## config.mk

```make
export PLATFORM = sky130hd
export DESIGN_NAME = fp_expand_stream_flat
export DESIGN_NICKNAME = d
export VERILOG_FILES = /design/src/rtl/fp_expand_stream_if.sv /design/src/rtl/fp_expand_stream.sv /design/src/flat_wrapper.sv
export SDC_FILE = /design/constraint.sdc
export NUM_CORES = 1
export LEC_CHECK = 0
export ABC_AREA = 1
export ABC_CLOCK_PERIOD_IN_PS = 1880
export CORE_UTILIZATION = 50
export DETAILED_ROUTE_END_ITERATION = 10
export PLACE_DENSITY = 0.84
export SLEW_MARGIN = 25
export SYNTH_ARGS = -nofsm -noshare
export SYNTH_HDL_FRONTEND = slang
export SYNTH_SLANG_ARGS = --single-unit
```

## constraint.sdc

```tcl
create_clock -name clk -period 1.88 [get_ports clk]
set_input_delay 0.188 -clock clk [delete_from_list [all_inputs] [get_ports clk]]
set_output_delay 0.188 -clock clk [all_outputs]
set_load 0.005 [all_outputs]
```

## src/rtl/fp_expand_stream_if.sv

```systemverilog
// Valid/ready stream bundle. The producer side uses the master modport and the
// consumer side uses the slave modport. W sets the payload width.
interface fp_expand_stream_if #(
    parameter int W = 8
);
    logic         valid;
    logic         ready;
    logic [W-1:0] data;

    modport master (
        output valid,
        output data,
        input  ready
    );

    modport slave (
        input  valid,
        input  data,
        output ready
    );
endinterface : fp_expand_stream_if

```

## src/rtl/fp_expand_stream.sv

```systemverilog
// Float-code expander: buffers 8-bit {sign, exp[2:0], sig[3:0]} codes in a
// small FIFO and turns each one into a 12-bit two's-complement linear sample.
// The sample sits in a back-pressurable output register.
// in_if carries 8-bit codes (slave side). out_if carries 12-bit samples
// (master side).
module fp_expand_stream #(
    parameter int DEPTH = 4
) (
    input  logic                 clk,
    input  logic                 rst,
    fp_expand_stream_if.slave    in_if,
    fp_expand_stream_if.master   out_if,
    output logic [15:0]          xfer_count
);

    localparam int AW = $clog2(DEPTH);
    localparam logic [AW:0] FULL_CNT = (AW + 1)'(DEPTH);

    // Expand one code: magnitude = sig << exp (at most 1920, so it fits in
    // 11 bits). A negative sign negates in 12 bits. Negative zero comes out
    // as 0 because 0 - 0 = 0.
    function automatic logic [11:0] decode(input logic [7:0] c);
        logic [10:0] mag;
        mag = 11'(c[3:0]) << c[6:4];
        if (c[7]) begin
            decode = 12'd0 - {1'b0, mag};
        end else begin
            decode = {1'b0, mag};
        end
    endfunction

    // FIFO storage. Reads are asynchronous so that the head can be decoded
    // straight into the output register. This keeps input-to-output latency
    // at two cycles.
    logic [7:0]    mem_q [DEPTH];
    logic [AW-1:0] wr_ptr_q, wr_ptr_d;
    logic [AW-1:0] rd_ptr_q, rd_ptr_d;
    logic [AW:0]   count_q,  count_d;

    // Output register and delivery counter.
    logic          out_valid_q,  out_valid_d;
    logic [11:0]   out_sample_q, out_sample_d;
    logic [15:0]   xfer_q,       xfer_d;

    logic          fifo_full;
    logic          fifo_empty;
    logic          push;
    logic          pop;
    logic          out_fire;
    logic [11:0]   head_dec;

    // in_ready depends only on the registered count, so there is no
    // combinational path from either in_valid or out_ready.
    assign fifo_full  = (count_q == FULL_CNT);
    assign fifo_empty = (count_q == '0);
    assign push       = in_if.valid && !fifo_full;
    assign out_fire   = out_valid_q && out_if.ready;
    assign pop        = !fifo_empty && (!out_valid_q || out_if.ready);
    assign head_dec   = decode(mem_q[rd_ptr_q]);

    assign in_if.ready  = !fifo_full;
    assign out_if.valid = out_valid_q;
    assign out_if.data  = out_sample_q;
    assign xfer_count   = xfer_q;

    // Next-state logic for the pointers, the occupancy count, the output
    // register and the delivery counter.
    always_comb begin
        wr_ptr_d     = wr_ptr_q;
        rd_ptr_d     = rd_ptr_q;
        count_d      = count_q;
        out_valid_d  = out_valid_q;
        out_sample_d = out_sample_q;
        xfer_d       = xfer_q;

        if (push) begin
            wr_ptr_d = wr_ptr_q + 1'b1;
        end
        if (pop) begin
            rd_ptr_d = rd_ptr_q + 1'b1;
        end

        case ({push, pop})
            2'b10:   count_d = count_q + 1'b1;
            2'b01:   count_d = count_q - 1'b1;
            default: count_d = count_q;
        endcase

        // Refill the output register whenever the FIFO has a code and the
        // register is empty or is being handed over this cycle.
        if (pop) begin
            out_valid_d  = 1'b1;
            out_sample_d = head_dec;
        end else if (out_fire) begin
            out_valid_d  = 1'b0;
        end

        if (out_fire) begin
            xfer_d = xfer_q + 16'd1;
        end
    end

    // Control state register. Reset discards buffered codes and blocks any
    // handshake that happens in the same cycle.
    always_ff @(posedge clk) begin
        if (rst) begin
            wr_ptr_q     <= '0;
            rd_ptr_q     <= '0;
            count_q      <= '0;
            out_valid_q  <= 1'b0;
            out_sample_q <= 12'h000;
            xfer_q       <= 16'h0000;
        end else begin
            wr_ptr_q     <= wr_ptr_d;
            rd_ptr_q     <= rd_ptr_d;
            count_q      <= count_d;
            out_valid_q  <= out_valid_d;
            out_sample_q <= out_sample_d;
            xfer_q       <= xfer_d;
        end
    end

    // FIFO write port. The storage is not reset; the pointers decide what is
    // live.
    always_ff @(posedge clk) begin
        if (push && !rst) begin
            mem_q[wr_ptr_q] <= in_if.data;
        end
    end

endmodule : fp_expand_stream

```

## src/flat_wrapper.sv

```systemverilog
// flat-port wrapper written by rule: the top's interface ports become plain ports
module fp_expand_stream_flat 
#(
    parameter int DEPTH = 4
)
  (clk, rst, xfer_count, in_if_valid, in_if_data, in_if_ready, out_if_valid, out_if_data, out_if_ready);
  fp_expand_stream_if #(.W(8)) in_if_i ();
  fp_expand_stream_if #(.W(12)) out_if_i ();
  input  logic clk;
  input  logic rst;
  output logic [15:0] xfer_count;
  input wire logic [$bits(in_if_i.valid)-1:0] in_if_valid;
  input wire logic [$bits(in_if_i.data)-1:0] in_if_data;
  output wire logic [$bits(in_if_i.ready)-1:0] in_if_ready;
  output wire logic [$bits(out_if_i.valid)-1:0] out_if_valid;
  output wire logic [$bits(out_if_i.data)-1:0] out_if_data;
  input wire logic [$bits(out_if_i.ready)-1:0] out_if_ready;
  assign in_if_i.valid = in_if_valid;
  assign in_if_i.data = in_if_data;
  assign in_if_ready = in_if_i.ready;
  assign out_if_valid = out_if_i.valid;
  assign out_if_data = out_if_i.data;
  assign out_if_i.ready = out_if_ready;
  fp_expand_stream #(.DEPTH(DEPTH)) u_core (.clk(clk), .rst(rst), .in_if(in_if_i), .out_if(out_if_i), .xfer_count(xfer_count));
endmodule
```

; ---- Word level (Yosys, flattened, before mapping)
; Memory sizes are Yosys's and may differ from the RTL's. A register that Yosys moved wholly into a read port is not among the register bits.
; Cells that the tools add are included.
[word_totals]
wordCells = 37
register_bits = 36
out_inout_bits = 30
inputBits = 12
mem_bits_rw = 32
n_memories = 1
[op_classes]
n_reduce_logical = 12
shifts = 1
n_eq_ne = 3
n_addsub = 6
n_mux = 8
[mem_list]
columns = memory, depth, width, rd, rd_clocked_by_memory_dff, write_ports, line_no
row1 = u_core.mem_q, 4, 8, 1, 1, 1, fp_expand_stream.sv:35  ; logic [7:0] mem_q [DEPTH];
[op_table]
columns = cell, count
row1 = "adder 16 x 1 -> 16 bit, second input constant", 1
row2 = two-way mux 12 bit, 1
row3 = "subtractor 1 x 11 -> 12 bit, first input constant", 1
row4 = left shift 4 x 3 -> 11 bit, 1
row5 = one-hot mux 3 bit (2 select lines), 1
row6 = "adder 2 x 1 -> 2 bit, second input constant", 2
row7 = logical AND 1 bit, 4
row8 = zero test 1 bit, 4
row9 = two-way mux 1 bit, 4
row10 = two-way mux 2 bit, 2
row11 = nonzero test 2 bit, 2
row12 = "adder 3 x 1 -> 3 bit, second input constant", 1
row13 = "equality test 3 bit, second input constant", 1
row14 = zero test 3 bit, 1
row15 = "subtractor 3 x 1 -> 3 bit, second input constant", 1
row16 = "equality test 2 x 1 -> 1 bit, second input constant", 1
row17 = "equality test 2 bit, second input constant", 1
row18 = logical OR 1 bit, 1

; ---- Depth between registers and ports, before layout
; Gate-level depths: netlist of the first run.
[logic_depth]
depth_word = 6
mapped_depth = 16
depth_no_buf = 16

; ---- Worst setup path after synthesis of the first run
; Ideal clock, no wire load.
[synth_path]
kind = register to register
from = reg u_core.out_valid_q (netlist: u_core.out_if.valid)
to = reg u_core.count_q[2]
period_less_slack_ns = 1.992
required_time_ns = 1.810
t_arrival_ns = 1.923
path_stages_with_launch = 13
n_path_buf = 1
slack_ns = -0.112
path_cell_list = dfxtp_1 > nand2_1 > inv_1 > nor2_1 > buf_2 > ha_1 > inv_1 > fa_1 > nor2_1 > nor2_1 > nand2_1 > o21ai_0 > a21oi_1
[synth_between]
elab_chain_len = 5
[synth_rtl]
columns = element, line_no
row1 = from (decl), fp_expand_stream.sv:41  ; logic out_valid_q, out_valid_d;
row2 = from (signal assigned), fp_expand_stream.sv:117  ; out_valid_q <= out_valid_d;
row3 = zero test 1 bit (*), fp_expand_stream.sv:58  ; assign pop = !fifo_empty && (!out_valid_q || out_if.ready);
row4 = logical OR 1 bit (*), fp_expand_stream.sv:58
row5 = logical AND 1 bit (*), fp_expand_stream.sv:58
row6 = equality test 2 x 1 -> 1 bit or equality test 2 bit (tied branches), fp_expand_stream.sv:83  ; case ({push, pop})
row7 = one-hot mux 3 bit (2 select lines) or nonzero test 2 bit (tied branches), --
row8 = to (signal assigned), fp_expand_stream.sv:116  ; count_q <= count_d;
row9 = to (decl), fp_expand_stream.sv:38  ; logic [AW:0] count_q, count_d;
; Every way passes the cells marked *; elsewhere a longest branch is shown, timed or not.
; A chain may end at the register's enable or synchronous reset.

==> results of run 1 <==
## synthesized netlist by cell type, types with 4 or more instances
| master | n | area, µm² |
|---|---|---|
| a21oi_1 | 27 | 135 |
| nand3_1 | 33 | 165 |
| nand2_1 | 89 | 334 |
| nand2_2 | 15 | 93.8 |
| dfxtp_1 | 38 | 761 |
| clkbuf_1 | 4 | 15.0 |
| edfxtp_1 | 32 | 961 |
| nand4_1 | 4 | 25.0 |
| ha_1 | 7 | 87.6 |
| inv_1 | 40 | 150 |
| nor3_1 | 7 | 35.0 |
| nand3_2 | 7 | 70.1 |
| o21ai_0 | 19 | 95.1 |
| nor2_1 | 40 | 150 |
| o21ai_1 | 9 | 45.0 |
## worst max-delay path, cell delays in order, from the launching register on
cell	delay, ps
dfxtp_4	380
buf_6	140
nand2_1	70
nand3_1	100
nand2_1	190
nand2_4	110
nand3_1	120
nand2_1	70
nand2_2	110
nand2_2	100
o21ai_2	180
nand2_1	80
nand2_1	70
nand3_1	80
nand2_1	80
inv_1	40
## stage by stage
step	cell area (µm²)	worst slack, ps	hold slack (ps)	total power [mW]	util (%)
after global placement	4120	-102	449	5.42	63.5
after global routing	4880	-228	220	9.39	75.1
after detailed placement	4120	-215	464	5.54	63.5
after CTS	4460	-13.1	451	7.34	68.7
after floorplan	3450	55.4	287	4.50	-
final	4880	-121	198	8.92	75.1
## repair_timing
item / 4_1_cts / 5_1_grt
cloned: 1 / 1
setup endpoints to repair: 8 / 18
buffers inserted: 4 / 7
pin swaps: 5 / 33
endpoints found under the hold margin: 0 / 0
resized for setup: 16 / 96
## power by group through the flow
stage	sequential (mW)	clock, mW	combinational (mW)
finish	2.01	1.51	5.39
global route	2.03	1.58	5.78
CTS	1.98	1.50	3.86
detailed placement	1.99	0	3.54
global placement	1.98	0	3.44
floorplan	1.98	0	2.52
## metal layers
layer  GRT usage, %  routed length, µm  up-vias
met3           4.28                547       47
li1               -                  -     1520
met2           41.3               5100      149
met1           27.5               3850     1575
met5              0                  0        -
met4           9.24                421        0
## layout make-up
type	instances	share of cell area, %
multi-input cells	282	37.8
flip-flops and latches	70	35.4
repair buffers	85	15.9
inverters	44	3.77
clock buffers	9	2.54
clock inverters	7	2.49
well taps	77	1.97
repair inverters	1	0.103
## sequential cells by signal, summed over array words and instances, names as in the netlist, named ones only
register	cells
u_core.out_if.valid	1
u_core.count_q	3
u_core.xfer_count	16
u_core.wr_ptr_q	2
u_core.mem_q	32
u_core.rd_ptr_q	2
u_core.out_if.data	12
## cells by family (layout without fill, tap and decap cells)
group           Yosys count  after routing  share of synthesized area [%]
fa+ha+maj                 8              8                           3.13
xor+xnor                  5              5                           1.27
compound gates           60             60                           9.17
simple gates            209            209                           29.3
flops                    70             70                           50.1
buf+inv                  55            146                           7.02
## worst min-delay path by stage
stage                             from                   end  slack [ps]  cells after the start
detailed placement  u_core.rd_ptr_q[1]              register         460                      2
global route              out_if_ready  u_core.xfer_count[1]         220                      3
finish                    out_if_ready  u_core.xfer_count[1]         200                      3
CTS                      in_if_data[3]    u_core.mem_q[3][3]         450                      1
floorplan                in_if_data[0]    u_core.mem_q[0][0]         290                      0
global placement    u_core.rd_ptr_q[1]    u_core.rd_ptr_q[1]         450                      2
==> results.toml, run 1 <==
[global_route]
antenna_found_initial = 0
grt_pass1_wl_um = 13100
overflow = 0
track_usage_pct = 23.1
grt_max_degree = 27
grt_pass1_vias = 2950

[synthesis]
mappedNetlistArea_um2 = 3440
synthDistinctLibCells = 36
synth_edf_count = 32
syn_area_per_cell_um2 = 8.45
synthCells = 407
syn-num-nets = 427
synth_flop_cell = "dfxtp_1"
ys_seq_elements = 70
synth_seq_area_share_pct = 50.1
synthArstFlopShare_pct = 0
synth_warnings = 0

[cells_and_area]
diodes = 0
n_fill_cell = 359
area_growth_pct = 42.0
mostFrequentLayoutCell = "nand2_1"
instances_no_fill = 575
fin_nets = 513
multi_input_area_um2 = 1850
final_cell_mix = "nand2_1, clkdlybuf4s50_1, buf_4"
area.sequential_um2 = 1730
drive_gt1_share_pct = 33.9

[run_status]
status = "complete, but fails checks"
violations = "design-rule violations, negative setup slack"

[sta]
tightest_slew_ps = 356
fin_skew_ps = 8.42
setup_tns_ps = -673
fin_ws_ps = -121
period_share_pct = 106
setup_viol = 9
hold_viol_final = 0
clock.fmax_mhz = 500
slew_violations = 0
grt_setup_unrepaired = "yes"
relSlewSlack_pct = 76.1
period_needed_ps = 2000

[placement]
place.gp.congestion = 0.879
portBuffers = 41
place_hpwl_um = 5230
dpl.cell_count = 546

[critical_path]
rrSetupSlack_ps = -120
crit_path_max_fanout = 6
worst-setup-path-type = "register to register"
r2r_end = "u_core.out_if.data[10]"
end_kind = "register"
crit_path_end = "u_core.out_if.data[10]"
rr_worst_depth = 15
crit_required_ps = 2140
cp.arrival_ps = 2260
cp-start-kind = "register"

[pwr]
sw_frac_of_total_pct = 45.0
p_clk_share_pct = 16.9
power_density_nw_per_um2 = 1830
p_leak_nw = 2.00
ir_worst_vdd_uv = 716
p_sw_mw = 4.01
pwr-share-seq_pct = 22.6
internal-power_mw = 4.90
power.share.combinational_pct = 60.5

[floorplan]
rows = 29
core_um2 = 6490
die_w_um = 84.9
die_h_um = 84.9
start_util_pct = 52.9
ios = 42
dieArea_um2 = 7210

[clock_network]
insertion_delay_ps = 350
cts_tree = "built"
clk_path_buf_depth = 2
cts_hold_buf = 0
cts.sinks = 70
numCtsBuffers = 9
htreeDepth = 3
clk_pin_slew_worst_paths_ps = 80
cts_root_buffer = "clkbuf_8"

[job]
max_cap_violations = 0

[drt]
totalWireLength_um = 9920
ant_nets = 0
routed_via_density = 5.72
wl_per_cell_um = 17.2
drtIter0Drc = 239
vias = 3291
drc = 2
drt-pass1-iter-count = 8

[hold_path]
min_path_type = "input port to register"
No activity file was read; power rests on OpenSTA's default activity.
==> run 2, diff against run 1 <==
--- a/config.mk
+++ b/config.mk
@@ -7,9 +7,11 @@
 export LEC_CHECK = 0
 export ABC_AREA = 1
 export ABC_CLOCK_PERIOD_IN_PS = 1880
-export CORE_UTILIZATION = 50
+export CORE_ASPECT_RATIO = 1.4
+export CORE_UTILIZATION = 57
 export DETAILED_ROUTE_END_ITERATION = 10
-export PLACE_DENSITY = 0.84
+export DONT_BUFFER_PORTS = 1
+export PLACE_DENSITY = 0.83
 export SLEW_MARGIN = 25
 export SYNTH_ARGS = -nofsm -noshare
 export SYNTH_HDL_FRONTEND = slang
==> run 2 against run 1 <==
Compared with the run above: the flow finishes with violations (negative setup slack); hold slack got worse by 180 ps; maximum frequency fell by 2.9%; cell count fell by 7.5%; clock skew rose by 1.3 ps; sequential power barely moved; first-iteration DRC count fell by 0.84%.
==> results.toml, run 2 (synthesis gave the netlist of run 1 again) <==
[critical_path]
worst-setup-path-type = "register to register"
crit_path_max_fanout = 7
cp.arrival_ps = 2310
crit_required_ps = 2130
end_kind = "register"
cp-start-kind = "register"

[drt]
totalWireLength_um = 9650
ant_nets = 0
vias = 3173
drc = 0
drtIter0Drc = 237
routed_via_density = 5.96
wl_per_cell_um = 18.1
drt-pass1-iter-count = 5

[sta]
slew_violations = 0
tightest_slew_ps = 433
fin_skew_ps = 9.72
grt_setup_unrepaired = "yes"
fin_ws_ps = -180
period_needed_ps = 2060
hold_viol_final = 0
relSlewSlack_pct = 71.0
setup_tns_ps = -934
setup_viol = 10
period_share_pct = 110
clock.fmax_mhz = 485

[cells_and_area]
post-route-util_pct = 78.9
top_register = "u_core.mem_q"
drive_gt1_share_pct = 33.3
mostFrequentLayoutCell = "nand2_1"
fin_nets = 477
largest_reg_flops = 32
n_fill_cell = 307
final_cell_mix = "nand2_1, inv_1, nor2_1"
diodes = 0
area_growth_pct = 33.6

[placement]
place_ws_ps = -164
portBuffers = 0
place_hpwl_um = 4920
place.gp.congestion = 0.834

[global_route]
grt_max_degree = 27
grt_use_met2_pct = 51.4
overflow = 0
antenna_found_initial = 0
grt_pass1_wl_um = 13800
use_met3_pct = 8.50
use_met1_pct = 31.9
track_usage_pct = 29.7
grt_pass1_vias = 3028
top_usage_layer = "met2"

[floorplan]
rows = 33
start_util_pct = 59.1
die_w_um = 67.6
dieArea_um2 = 6350
die_h_um = 93.9
ios = 42
core_um2 = 5820

[clock_network]
cts.sinks = 70
numCtsBuffers = 9
htreeDepth = 3
cts_tree = "built"
clk_path_buf_depth = 2
cts_root_buffer = "clkbuf_8"
clk_pin_slew_worst_paths_ps = 80
insertion_delay_ps = 360

[hold_path]
min_path_type = "input port to register"

[pwr]
p_leak_nw = 1.90
ir_worst_vdd_uv = 1240
power_density_nw_per_um2 = 1890

[run_status]
status = "complete, but fails checks"
violations = "negative setup slack"

[job]
max_cap_violations = 0
[run 2: routing by layer]
layer	wire (µm)	vias to the layer above
met4	396	0
met5	0	-
li1	-	1451
met3	583	37
met2	5120	147
met1	3550	1538
[run 2: timing repair]
action,in CTS,in global routing
pin swaps,22,34
setup endpoints to repair,11,19
gates cloned,1,0
setup buffers,5,8
hold buffers,15,1
resized for setup,48,68
hold endpoints to repair,48,8
[run 2: through the flow]
stage | cells | hold WS, ps | power [mW] | cell area [µm²]
floorplan | 407 | 287 | 4.50 | 3450
global placement | 486 | 261 | 5.12 | 3620
detailed placement | 486 | 263 | 5.24 | 3620
CTS | 523 | -109 | 7.44 | 4240
global route | 532 | 24.4 | 9.11 | 4590
finish | 532 | 14.2 | 8.69 | 4590
[run 2: worst paths after layout]
| kind | from | end | slack, ps | cells past startpoint |
|---|---|---|---|---|
| worst min register to register | u_core.xfer_count[15] | u_core.xfer_count[15] | 490 | 2 |
| worst max register to register | register | u_core.out_if.data[9] | -180 | 16 |
| worst max-delay path | register | u_core.out_if.data[9] | -180 | 16 |
| worst min-delay path | rst | u_core.out_if.data[5] | 10 | 3 |
[run 2: power by group]
group          switching (mW)  internal, mW
clock network           0.596         0.748
registers               0.207          1.83
logic                    3.24          2.07
[run 2: worst max-delay path, stage by stage (launching register included)]
cell and delay, ps:
dfxtp_4 400, buf_12 140, buf_16 130, nand2_2 50
nand3_2 100, nand2_4 130, nand2_4 70, nand3_2 90
nand2_1 90, nand2_2 110, nand2_1 120, o21ai_2 160
nand2_1 80, nand2_1 70, nand3_1 90, nand2_1 80
inv_1 40
[run 2: cell type report]
| class | instances | area (µm²) | area share (%) |
|---|---|---|---|
| multi-input combinational | 282 | 1900 | 41.3 |
| tap | 70 | 87.6 | 1.91 |
| inverter | 44 | 181 | 3.95 |
| sequential | 70 | 1730 | 37.7 |
| clock inverter | 6 | 86.3 | 1.88 |
| clock buffer | 10 | 128 | 2.78 |
| timing repair buffer | 50 | 482 | 10.5 |
==> RTL change, RTL diff (settings of run 1) <==
`out_sample_q` no longer has a reset.
--- a/src/rtl/fp_expand_stream.sv
+++ b/src/rtl/fp_expand_stream.sv
@@ -110,3 +110,2 @@
             out_valid_q  <= 1'b0;
-            out_sample_q <= 12'h000;
             xfer_q       <= 16'h0000;
@@ -117,5 +116,8 @@
             out_valid_q  <= out_valid_d;
-            out_sample_q <= out_sample_d;
             xfer_q       <= xfer_d;
         end
+    end
+
+    always_ff @(posedge clk) begin
+        out_sample_q <= out_sample_d;
     end
Formal check against the unedited RTL: differs if rst is asserted again (counterexample within 4 cycles, from zero or initial values and one cycle with rst high); with rst held inactive, the same outputs for 10 cycles.
==> RTL change against run 1 <==
  * The flow finishes with violations (setup timing)
  * Setup slack worse by 74 ps
  * First-iteration DRC count fell by 17%
  * Combinational power about the same
  * Total power is 0.28% higher
  * Cell area grew 2.8%
  * Synthesized cell count did not move
  * Wire length is 9.3% lower
  * Sequential share of layout area increased by 1.4 points
  * Synthesized area rose by 2.8%
  * Sequential cell count unchanged
  * Count of clock-buffer cells in the layout unchanged
  * Critical path depth fell by 2
  * Critical path type unchanged
  * Critical endpoint is now u_core.out_if.data[10]$_DFFE_PP_
  * Largest cell class is now sequential cells
  * Highest routed layer unchanged
==> RTL change: results (changes against run 1) <==
| Metric | Value |
|---|---|
| Final #Nets | 531 (+3.5%) |
| Clk pwr share | 15.0% (-1.9 points) |
| Failing checks | setup timing |
| Max IR drop VDD | 0.001029 V (+44%) |
| Outcome | complete, but fails checks |
| Routed length per placed instance | 14.70 um (-15%) |
| Synth top cells by count | nand2_1 (105), nor2_1 (45), edfxtp_1 (44) |
| Fillers | 433 (+21%) |
| Data arrival, critical path | 2200 ps (-60 ps) |
| P_comb | 5.40 mW (about the same) |
| Synth Flop Type | edfxtp_1 |
| Share of layout cells above drive strength 1 | 32.75% (-1.2 points) |
| Final setup viols | 11 (+2) |
| Hold Path Depth | 1 (-2) |
| Ranking of synthesized cells by area | edfxtp_1 (37%), dfxtp_1 (15%), nand2_1 (11%), nor2_1 (4.8%), nand3_1 (4.7%) |
| Relative slew margins | 77.83% (+1.7 points) |
| Leak pwr | 2.124 nW (+6.0%) |
| WL met2 | 4639 um (-9.0%) |
| Setup WS post-layout | -194.5 ps (-73.97 ps) |
| Clk Latency, worst-skew pair | 370 ps (+20 ps) |
| Synth Area in Adders | 3.043% (-0.086 points) |
| Switch Pwr | 3.734 mW (-6.9%) |
| DR pass1 iterations | 6 (-2) |
| Worst-path fanout max | 11 (+5) |
| DRT met1 WL | 3575 um (-7.1%) |
| First-pass GRT wire length | 12,900 um (-1.6%) |
| Post-Place Setup Slack | -276.3 ps (-61.14 ps) |
| Post-synthesis compound-gate area fraction | 5.520% (-3.7 points) |
| R2R depth | 13 (-2) |
| Post-synthesis xor/xnor area fraction | 1.734% (+0.46 points) |
| Setup tns final | -1341 ps (-667.6 ps) |
| DR iter-0 viols | 199 (-17%) |
| Detailed placer's ending HPWL | 5318 um (+1.7%) |
RTL change: layout make-up:
| cell class | count | area (um^2) | share of cell area, % |
|---|---|---|---|
| Sequential cell | 70 | 1848 | 36.81 |
| Multi-Input combinational cell | 281 | 1732 | 34.50 |
| Timing Repair Buffer | 103 | 924.6 | 18.42 |
| Inverter | 46 | 182.7 | 3.639 |
| Clock buffer | 9 | 123.9 | 2.468 |
| Tap cell | 96 | 120.1 | 2.393 |
| Clock inverter | 7 | 88.84 | 1.770 |
RTL change: per-layer routing:
layer / global-route usage (%) / up-vias
met2: 39.11 / 125
met5: 0 / -
met3: 6.641 / 37
met4: 10.76 / 0
li1: - / 1538
met1: 26.73 / 1519
RTL change: per-stage QoR:
step                      cells  cell area (um^2)
after floorplan             407              3551
after global placement      586              4404
after detailed placement    586              4404
after CTS                   603              4702
after global routing        612              5020
final                       612              5020
RTL change: worst max-delay path, cell delays in order (launching register included):
cell	delay, ps
dfxtp_2	350
buf_6	140
buf_4	140
nor2_1	130
nand2_1	90
nand2_2	90
buf_4	230
o21ai_1	140
nand2_4	110
nand2_2	80
nor2_4	120
nand3_1	70
nand3_1	80
nand2_1	60
RTL change: path summary, 6_finish.rpt:
check,to,slack (ps),startpoint
max reg2reg,u_core.out_if.data[10]$_DFFE_PP_,-190,flip-flop
min reg2reg,flip-flop,470,u_core.rd_ptr_q[1]$_SDFFE_PP0P_
min,u_core.mem_q[3][2]$_DFFE_PP_,460,in_if_data[2]
max,u_core.out_if.data[10]$_DFFE_PP_,-190,flip-flop
RTL change: repair_timing:
item                       4_1_cts  5_1_grt
cloned                           0        1
setup endpoints to repair       10       18
pin swaps                       12       30
resized for setup               23       61
hold buffers                     0        0
buffers inserted                 1        8
